### src/rtl/mer_pkg.sv
// rtl/mer_pkg.sv - packet layout and arbitration mode constants for the merger
package mer_pkg;

  localparam int PKT_W    = 64;
  localparam int LR_B     = 63;
  localparam int NODE_LSB = 47;
  localparam int GEN_LSB  = 35;
  localparam int OPR_LSB  = 3;
  localparam int UNI_B    = 2;
  localparam int WEN_LSB  = 0;

  localparam int NODE_W = LR_B - NODE_LSB;
  localparam int GEN_W  = NODE_LSB - GEN_LSB;
  localparam int OPR_W  = GEN_LSB - OPR_LSB;
  localparam int WEN_W  = UNI_B - WEN_LSB;

  localparam int MODE_RR  = 0;
  localparam int MODE_FIX = 1;

  typedef struct packed {
    logic              lr;
    logic [NODE_W-1:0] node;
    logic [GEN_W-1:0]  gen;
    logic [OPR_W-1:0]  opr;
    logic              uni_opr;
    logic [WEN_W-1:0]  mem_wen;
  } pkt_t;

endpackage

### src/rtl/mer_fifo.sv
// rtl/mer_fifo.sv - single-channel synchronous FIFO with head-of-queue output
module mer_fifo
  import mer_pkg::*;
#(
  parameter int DEPTH = 4
) (
  input  logic clk,
  input  logic rst,
  input  logic push,
  input  logic pop,
  input  pkt_t din,
  output pkt_t head,
  output logic full,
  output logic empty
);

  localparam int AW = $clog2(DEPTH);

  pkt_t          mem [DEPTH];
  logic [AW-1:0] wr_ptr;
  logic [AW-1:0] rd_ptr;
  logic [AW:0]   count;

  // Pointers wrap naturally; count carries the extra bit to tell full from empty.
  always_ff @(posedge clk) begin
    if (rst) begin
      wr_ptr <= '0;
      rd_ptr <= '0;
      count  <= '0;
    end else begin
      if (push) wr_ptr <= wr_ptr + 1'b1;
      if (pop)  rd_ptr <= rd_ptr + 1'b1;
      if (push && !pop)      count <= count + 1'b1;
      else if (pop && !push) count <= count - 1'b1;
    end
  end

  always_ff @(posedge clk) begin
    if (push) mem[wr_ptr] <= din;
  end

  assign head  = mem[rd_ptr];
  assign full  = (count == (AW+1)'(DEPTH));
  assign empty = (count == '0);

endmodule

### src/rtl/mer_rr_n.sv
// rtl/mer_rr_n.sv - N-channel packet merger: per-channel FIFOs, RR/fixed arbiter, registered output
module mer_rr_n #(
  parameter int N_CH  = 4,
  parameter int DEPTH = 4,
  parameter int MODE  = mer_pkg::MODE_RR,
  parameter int PKT_W = mer_pkg::PKT_W,
  parameter int CH_W  = $clog2(N_CH)
) (
  input  logic                  clk,
  input  logic                  rst,
  input  logic [N_CH-1:0]       in_valid_i_mer,
  output logic [N_CH-1:0]       in_ready_o_mer,
  input  logic [N_CH*PKT_W-1:0] pkt_i_mer,
  output logic                  out_valid_o_mer,
  input  logic                  out_ready_i_mer,
  output logic [PKT_W-1:0]      pkt_o_mer,
  output logic [CH_W-1:0]       src_o_mer,
  output logic                  ovf_o_mer
);

  import mer_pkg::*;

  logic [N_CH-1:0] full;
  logic [N_CH-1:0] empty;
  logic [N_CH-1:0] push;
  logic [N_CH-1:0] pop;
  pkt_t            head [N_CH];
  logic [CH_W-1:0] ptr;
  logic [CH_W-1:0] grant;
  logic            any;
  logic            load;

  for (genvar c = 0; c < N_CH; c++) begin : g_ch
    mer_fifo #(.DEPTH(DEPTH)) u_fifo (
      .clk   (clk),
      .rst   (rst),
      .push  (push[c]),
      .pop   (pop[c]),
      .din   (pkt_t'(pkt_i_mer[c*PKT_W +: PKT_W])),
      .head  (head[c]),
      .full  (full[c]),
      .empty (empty[c])
    );
  end

  assign in_ready_o_mer = rst ? '0 : ~full;
  assign push           = in_valid_i_mer & in_ready_o_mer;
  assign load           = !out_valid_o_mer || out_ready_i_mer;
  assign any            = ~&empty;

  // Round-robin scans from ptr+1 with wrap; fixed priority scans from channel 0.
  always_comb begin
    int   idx;
    logic found;
    grant = '0;
    found = 1'b0;
    idx   = 0;
    for (int i = 1; i <= N_CH; i++) begin
      if (MODE == MODE_FIX) idx = i - 1;
      else begin
        idx = int'(ptr) + i;
        if (idx >= N_CH) idx = idx - N_CH;
      end
      if (!found && !empty[CH_W'(idx)]) begin
        grant = CH_W'(idx);
        found = 1'b1;
      end
    end
  end

  always_comb begin
    pop = '0;
    if (load && any) pop[grant] = 1'b1;
  end

  always_ff @(posedge clk) begin
    if (rst) begin
      out_valid_o_mer <= 1'b0;
      pkt_o_mer       <= '0;
      src_o_mer       <= '0;
      ovf_o_mer       <= 1'b0;
      ptr             <= CH_W'(N_CH - 1);
    end else begin
      if (|(in_valid_i_mer & ~in_ready_o_mer)) ovf_o_mer <= 1'b1;
      if (load) begin
        out_valid_o_mer <= any;
        if (any) begin
          pkt_o_mer <= head[grant];
          src_o_mer <= grant;
          if (MODE == MODE_RR) ptr <= grant;
        end
      end
    end
  end

endmodule
### config.mk
export PLATFORM = sky130hd
export DESIGN_NAME = mer_rr_n
export DESIGN_NICKNAME = d
export VERILOG_FILES = /design/src/rtl/mer_pkg.sv /design/src/rtl/mer_fifo.sv /design/src/rtl/mer_rr_n.sv
export SDC_FILE = /design/constraint.sdc
export NUM_CORES = 1
export LEC_CHECK = 0
export BUFFER_PORTS_ARGS = -buffer_cell sky130_fd_sc_hd__buf_2
export CAP_MARGIN = 20
export CORE_AREA = 2 2 361 274
export CTS_BUF_LIST = sky130_fd_sc_hd__clkbuf_4
export DETAILED_ROUTE_END_ITERATION = 7
export DIE_AREA = 0 0 363 276
export PLACE_DENSITY = 0.65
export SLEW_MARGIN = 20
export SYNTH_ARGS = -nofsm -noshare
export SYNTH_HDL_FRONTEND = slang
export SYNTH_SLANG_ARGS = --single-unit
### constraint.sdc
create_clock -name clk -period 4.3 [get_ports clk]
set_input_delay 0.43 -clock clk [delete_from_list [all_inputs] [get_ports clk]]
set_output_delay 0.43 -clock clk [all_outputs]
set_load 0.02 [all_outputs]
==> results of run 1 <==
## sequential cells by signal, indices dropped and copies added (netlist names), named ones only
| name | count |
|---|---|
| g_ch.u_fifo.mem | 1024 |
| pkt_o_mer | 64 |
| g_ch.u_fifo.count | 12 |
| g_ch.u_fifo.rd_ptr | 8 |
| g_ch.u_fifo.wr_ptr | 8 |
| ptr | 2 |
| src_o_mer | 2 |
| out_valid_o_mer | 1 |
| ovf_o_mer | 1 |
## cell type report
| cell class | instances | area (µm²) | area share [%] |
|---|---|---|---|
| Sequential cell | 1130 | 32900 | 59.56 |
| Multi-Input combinational cell | 804 | 9777 | 17.70 |
| Timing Repair Buffer | 899 | 7455 | 13.50 |
| Clock buffer | 423 | 3176 | 5.750 |
| Tap cell | 1262 | 1579 | 2.859 |
| Clock inverter | 47 | 257.7 | 0.4667 |
| Inverter | 17 | 63.81 | 0.1155 |
| Antenna cell | 10 | 25.02 | 0.04531 |
## worst register-to-register path: cells and delay by family (launching register included)
kind / cells / cell delay [ns]
adders and majority gates: 2 / 0.59
buffers and inverters: 1 / 0.06
DFF: 1 / 0.37
xor gates and xnor gates: 1 / 0.18
AOI/OAI and AO/OA: 3 / 0.92
and+or+nand+nor: 3 / 1.03
## logic make-up (layout without fill, tap and decap cells)
kind of cell / Yosys count / in the layout / synth area share, %
DFF: 1130 / 1130 / 76.02
other: 0 / 10 / 0
adders and majority gates: 24 / 24 / 0.7639
buffers and inverters: 153 / 1386 / 1.600
xor gates and xnor gates: 20 / 20 / 0.4051
and+or+nand+nor: 213 / 213 / 2.500
muxes: 324 / 324 / 14.91
AOI/OAI and AO/OA: 223 / 223 / 3.805
## power by group through the flow
stage | registers (W) | logic (W) | clock network [W]
after floorplan | 0.0136 | 0.00629 | 0
after global placement | 0.0138 | 0.00893 | 0
after detailed placement | 0.0139 | 0.00910 | 0
after CTS | 0.0136 | 0.00952 | 0.00896
after global routing | 0.0137 | 0.0101 | 0.00953
final | 0.0136 | 0.00945 | 0.00873
## final timing paths
path,startpoint,end,cells past startpoint
worst max-delay path,g_ch[3].u_fifo.count[0],g_ch[1].u_fifo.count[2],10
worst min-delay path,pkt_i_mer[185],g_ch[2].u_fifo.mem[3][57],2
worst max register to register,g_ch[3].u_fifo.count[0],g_ch[1].u_fifo.count[2],10
worst min register to register,src_o_mer[1],src_o_mer[1],2
## placed cells by master (no fill, tap or decap), types with 16 or more instances in the layout
cell,Yosys,routed
mux4_2,256,256
o311ai_0,46,46
or3_1,69,69
o311ai_1,18,18
clkinv_1,0,39
nand2_1,72,72
mux2i_1,68,68
buf_2,13,333
ha_1,20,20
nor2_1,33,33
a221oi_1,64,64
clkbuf_4,0,423
inv_1,17,17
xor2_1,16,16
dlygate4sd3_1,0,517
buf_4,1,30
a21oi_1,75,75
edfxtp_1,1024,1024
buf_12,0,18
dfxtp_1,106,98
## per-layer routing
| layer | vias to the layer above | GRT usage [%] | part of all wire, % |
|---|---|---|---|
| li1 | 11087 | - | - |
| met1 | 12746 | 27.13 | 39 |
| met2 | 839 | 36.73 | 51 |
| met3 | 173 | 6.749 | 7.9 |
| met4 | 12 | 8.256 | 2.4 |
| met5 | - | 0 | 0.076 |
## per-stage QoR
| step | hold slack [ns] | total power [W] |
|---|---|---|
| after floorplan | 0.4717 | 0.01990 |
| after detailed placement | 0.4531 | 0.02295 |
| final | 0.1508 | 0.03177 |
| after global placement | 0.4418 | 0.02272 |
| after CTS | 0.0008544 | 0.03209 |
| after global routing | 0.09360 | 0.03337 |
==> flow_metrics.tcl, run 1 <==
set metrics [dict create \
    leakagePower_nw 18.77 \
    clock.fmax_mhz 307.4 \
    fill_cells 7385 \
    pwr-share-seq_pct 42.8 \
    fin_ws_ns 1.047 \
    netSwitchingFraction_pct 32.84 \
    async_flop_share_pct 0 \
    status "completed" \
    ctsHoldBuffers 517 \
    syn_nets 2374 \
    fin_util_pct 57.24 \
    cp_data_required_time_ns 5.35 \
    ant_nets 0 \
    clk_path_buf_depth 4 \
    clk_pin_slew_worst_paths_ns 0.07 \
    vias_per_cell 5.413 \
    place_worst_setup_slack_ns 1.162 \
    synth_edf_count 1024 \
    crit_chain "nor3_1 -> o221ai_1 -> a21o_2 -> nand3_1 -> ha_1 -> inv_1 -> fa_1 -> xor2_1 -> or3_1 -> a21oi_1" \
    path_delay_family "simple AND/OR/NAND/NOR gates" \
    hold_class "in -> reg" \
    final-hold-violation-count 0 \
    critical_path_class "reg -> reg" \
    dr.pass1.iters 5 \
    max_slew.worst_pin.slew_ns 0.9607 \
    maxCapViolCount 0 \
    vias 24857 \
    layout.nets 3428 \
    gr-total-overflow 0 \
    end_kind "register" \
    drt-initial-drc-count 2101 \
    min_period_ns 3.253 \
    htree_levels 5 \
    power.net_switching_w 0.01043 \
    p_comb_share_pct 29.7 \
    ys_warn_count 0 \
    syn_area_um2 43240 \
    track_usage_pct 22.06 \
    p_int_w 0.02133 \
    crit_buf_inv 1 \
    cts_tree "yes" \
    cts_resized 0 \
    worst_setup_path_start_kind "register" \
    dpl_cell_area_um2 46570 \
    placeableCoreArea_um2 96490 \
    grt_first_pass_wirelength_um 162700 \
    clock_skew_ns 0.07661 \
    antenna_found_initial 11 \
    grt_pass1_vias 26574 \
    post-synth-top-count-cell "edfxtp_1" \
    dp.cells 3594 \
    io_pins 335 \
    rows 99 \
    synthTopCellsByCount "1024 x edfxtp_1, 256 x mux4_2, 106 x dfxtp_1" \
    postSynthCellCount 2087 \
    dieArea_um2 100200 \
    routed_wl_um 109800 \
    synth_area_leaders "edfxtp_1 71%, mux4_2 13%, dfxtp_1 4.9%, mux2i_1 1.6%, a221oi_1 1.3%" \
    cts_made_buffers 289 \
    slowest_stage "nor3_1" \
    yosys.area.top_type "edfxtp_1" \
    port_buffers 334 \
    critPathMaxFanout 28 \
    ys_seq_area_share_pct 76.02 \
    slowest_delay_ns 0.52 \
    wl_per_cell_um 23.91 \
    clk_latency_ns 1.17 \
    max_slew_margin_pct 35.95 \
    fin_area_um2 55230 \
    synth-main-ff-cell "edfxtp_1" \
    setup_viol 0 \
    place_congestion 0.8811 \
    power.density_nw_per_um2 575.2 \
    cts.sinks 1130 \
    die-width_um 363 \
    clockPowerShare_pct 27.5 \
    root_buffer "clkbuf_4" \
    synth_cell_types 44 \
    period_share_pct 75.65 \
    cts_setup_buffers 0 \
    drc 0 \
    slew_viol_final 0 \
    synth_seq_cells 1130 \
    hpwl_um 70170 \
    drive_gt1_share_pct 33.22 \
    start_util_pct 44.81 \
    setup_tns_ns 0 \
    ir_worst_vdd_mv 1.264 \
    die_h_um 276 \
    grt_setup_unrepaired "no" \
    area.growth.synth_to_final_pct 27.72 \
    yosysTopAreaCellShare_pct 71.11 \
    final_cells 4592 \
    grt_max_degree 102 \
    syn_avg_cell_area_um2 20.72 \
    worstPathArrival_ns 4.31 \
    ff2ff_setup_slack_ns 1.05 \
]
Power figures use the tool's default switching activity.
==> run 2, diff against run 1 <==
ABC_AREA = 1   (was not set)
CORE_AREA = 2 2 369 280   (was 2 2 361 274)
DIE_AREA = 0 0 371 282   (was 0 0 363 276)
PLACE_DENSITY = 0.68   (was 0.65)
clock period = 2.84 ns   (was 4.3 ns; I/O delays follow)
==> flow_metrics.tcl, run 2 <==
set metrics [dict create \
    status "completed" \
    largest_register "g_ch.u_fifo.mem" \
    worstPathArrival_ns 3.75 \
    dieArea_um2 104600 \
    start_util_pct 44.79 \
    final-hold-violation-count 0 \
    leakagePower_nw 22.20 \
    max_slew_margin_pct 47.80 \
    synth-main-ff-cell "edfxtp_1" \
    cp_data_required_time_ns 3.94 \
    syn_nets 3925 \
    setup_viol 0 \
    cts.sinks 1130 \
    syn_avg_cell_area_um2 12.40 \
    hold_class "in -> reg" \
    placeableCoreArea_um2 100700 \
    synth_cell_types 25 \
    fin_area_um2 57830 \
    track_usage_pct 26.06 \
    ys_warn_count 0 \
    hpwl_um 88710 \
    slew_viol_final 0 \
    root_buffer "clkbuf_4" \
    cts_made_buffers 293 \
    gr-total-overflow 0 \
    die-width_um 371 \
    synth_area_leaders "edfxtp_1 68%, nand2_1 8.4%, a32o_1 5.7%, dfxtp_1 4.7%, nand3_1 3.8%" \
    ant_nets 0 \
    maxCapViolCount 0 \
    reg_top3 "g_ch.u_fifo.mem (1024), pkt_o_mer (64), g_ch.u_fifo.count (12)" \
    drc 0 \
    critPathMaxFanout 50 \
    cts_setup_buffers 0 \
    grt_first_pass_wirelength_um 199400 \
    post-synth-top-count-cell "edfxtp_1" \
    htree_levels 5 \
    die_h_um 282 \
    vias_per_cell 5.414 \
    syn_area_um2 45110 \
    dr.pass1.iters 5 \
    yosys.area.top_type "edfxtp_1" \
    critical_path_class "reg -> reg" \
    layout.nets 4949 \
    max_slew.worst_pin.slew_ns 0.7830 \
    ir_worst_vdd_mv 1.813 \
    synthTopCellsByCount "1024 x edfxtp_1, 1010 x nand2_1, 342 x nand3_1" \
    fin_util_pct 57.41 \
    worst_setup_path_start_kind "register" \
    period_share_pct 93.31 \
    setup_tns_ns 0 \
    area.growth.synth_to_final_pct 28.18 \
    grt_max_degree 134 \
    grt_pass1_vias 32138 \
    final_cell_mix "1024 x edfxtp_1, 1008 x nand2_1, 521 x dlygate4sd3_1" \
    antenna_found_initial 26 \
    cts_tree "yes" \
    rows 101 \
    port_buffers 334 \
    end_kind "register" \
    drt-initial-drc-count 4236 \
    clock_skew_ns 0.1111 \
    drive_gt1_share_pct 19.49 \
    yosysTopAreaCellShare_pct 68.16 \
    routed_wl_um 137800 \
    ys_seq_area_share_pct 72.87 \
    layout_commonest_cell "edfxtp_1" \
    power.density_nw_per_um2 995.2 \
    place_congestion 0.8945 \
    clk_path_buf_depth 4 \
    async_flop_share_pct 0 \
    postSynthCellCount 3638 \
    min_period_ns 2.650 \
    synth_seq_cells 1130 \
    wl_per_cell_um 22.21 \
    dpl_cell_area_um2 49010 \
    vias 33600 \
    clk_latency_ns 1.23 \
    synth_edf_count 1024 \
    io_pins 335 \
    clock.fmax_mhz 377.4 \
    clk_pin_slew_worst_paths_ns 0.07 \
    largest_reg_flops 1024 \
]
[run 2: changes by cell type after synthesis, sizes merged, moves of 16 or more]
cell	change
nand2	+942
nand3	+338
a32o	+256
mux4	-256
a21oi	+210
nor2	+143
inv	+111
clkbuf	+86
or3	-70
mux2i	-68
o311ai	-64
a221oi	-63
buf	+26
and3	-16
[run 2: where the power goes]
part | switching [W] | total (W) | internal [W]
combinational | 0.0161 | 0.0235 | 0.00744
clock | 0.00646 | 0.0136 | 0.00714
sequential | 0.00109 | 0.0205 | 0.0194
total | 0.0236 | 0.0575 | 0.0340
[run 2: area by class of cell]
type	instances	area (µm²)
diodes	13	32.53
clock buffers	421	3161
clock inverters	66	361.6
fillers	8099	42890
inverters	128	490.5
multi-input cells	2132	10920
flip-flops and latches	1130	32910
well taps	1339	1675
repair buffers	977	8278
[run 2: kinds of logic (layout without fill, tap and decap cells)]
logic type	Yosys count	count (layout)	share of synthesized area [%]
and+or+nand+nor	1536	1536	13.78
other	0	13	0
AOI/OAI and AO/OA	564	564	9.119
xor gates and xnor gates	8	8	0.1553
adders and majority gates	24	24	0.7322
DFF	1130	1130	72.87
buffers and inverters	376	1592	3.342
[run 2: worst max-delay path, stage by stage, from the launching register on]
cell and delay (ns):
dfxtp_1 0.32, nor2_2 0.16, nand3_1 0.11, nand3_1 0.15
nand2_2 0.11, nor2_4 0.14, nand3_1 0.12, nand2_4 0.12
buf_12 0.23, buf_4 0.27, nand3_1 0.19, nand3_1 0.27
nand3_1 0.14, nand2_1 0.09, inv_1 0.03
[run 2: per-stage QoR]
step	total power [W]	cells	setup WS (ns)	hold slack [ns]
CTS	0.05708	6193	0.06195	0.08337
detailed placement	0.04298	5185	0.1138	0.4416
finish	0.05755	6206	0.1900	0.1995
floorplan	0.03353	3638	-0.5447	0.3829
global route	0.06035	6205	-0.0009539	0.1702
global placement	0.04281	5185	0.1361	0.4427
[run 2: path summary, 6_finish.rpt]
kind,from,slack [ns],depth (start not counted),to
setup / recovery,g_ch[1].u_fifo.count[1],0.19,14,pkt_o_mer[33]
hold reg to reg,src_o_mer[0],0.49,2,src_o_mer[0]
setup reg to reg,g_ch[1].u_fifo.count[1],0.19,14,pkt_o_mer[33]
hold / removal,in_valid_i_mer[2],0.20,5,g_ch[2].u_fifo.wr_ptr[0]
[run 2: timing repair]
item / in CTS / in global routing
gates resized for setup: 0 / 19
hold buffers: 521 / 0
endpoints found under the setup margin: 0 / 46
hold endpoints to repair: 1941 / 0
[run 2: metal layers]
| layer | part of all wire, % | GRT usage [%] | vias up |
|---|---|---|---|
| li1 | - | - | 15444 |
| met1 | 41 | 36.20 | 16152 |
| met2 | 44 | 37.85 | 1754 |
| met5 | 0.060 | 0 | - |
| met4 | 2.7 | 9.395 | 12 |
| met3 | 12 | 9.161 | 238 |
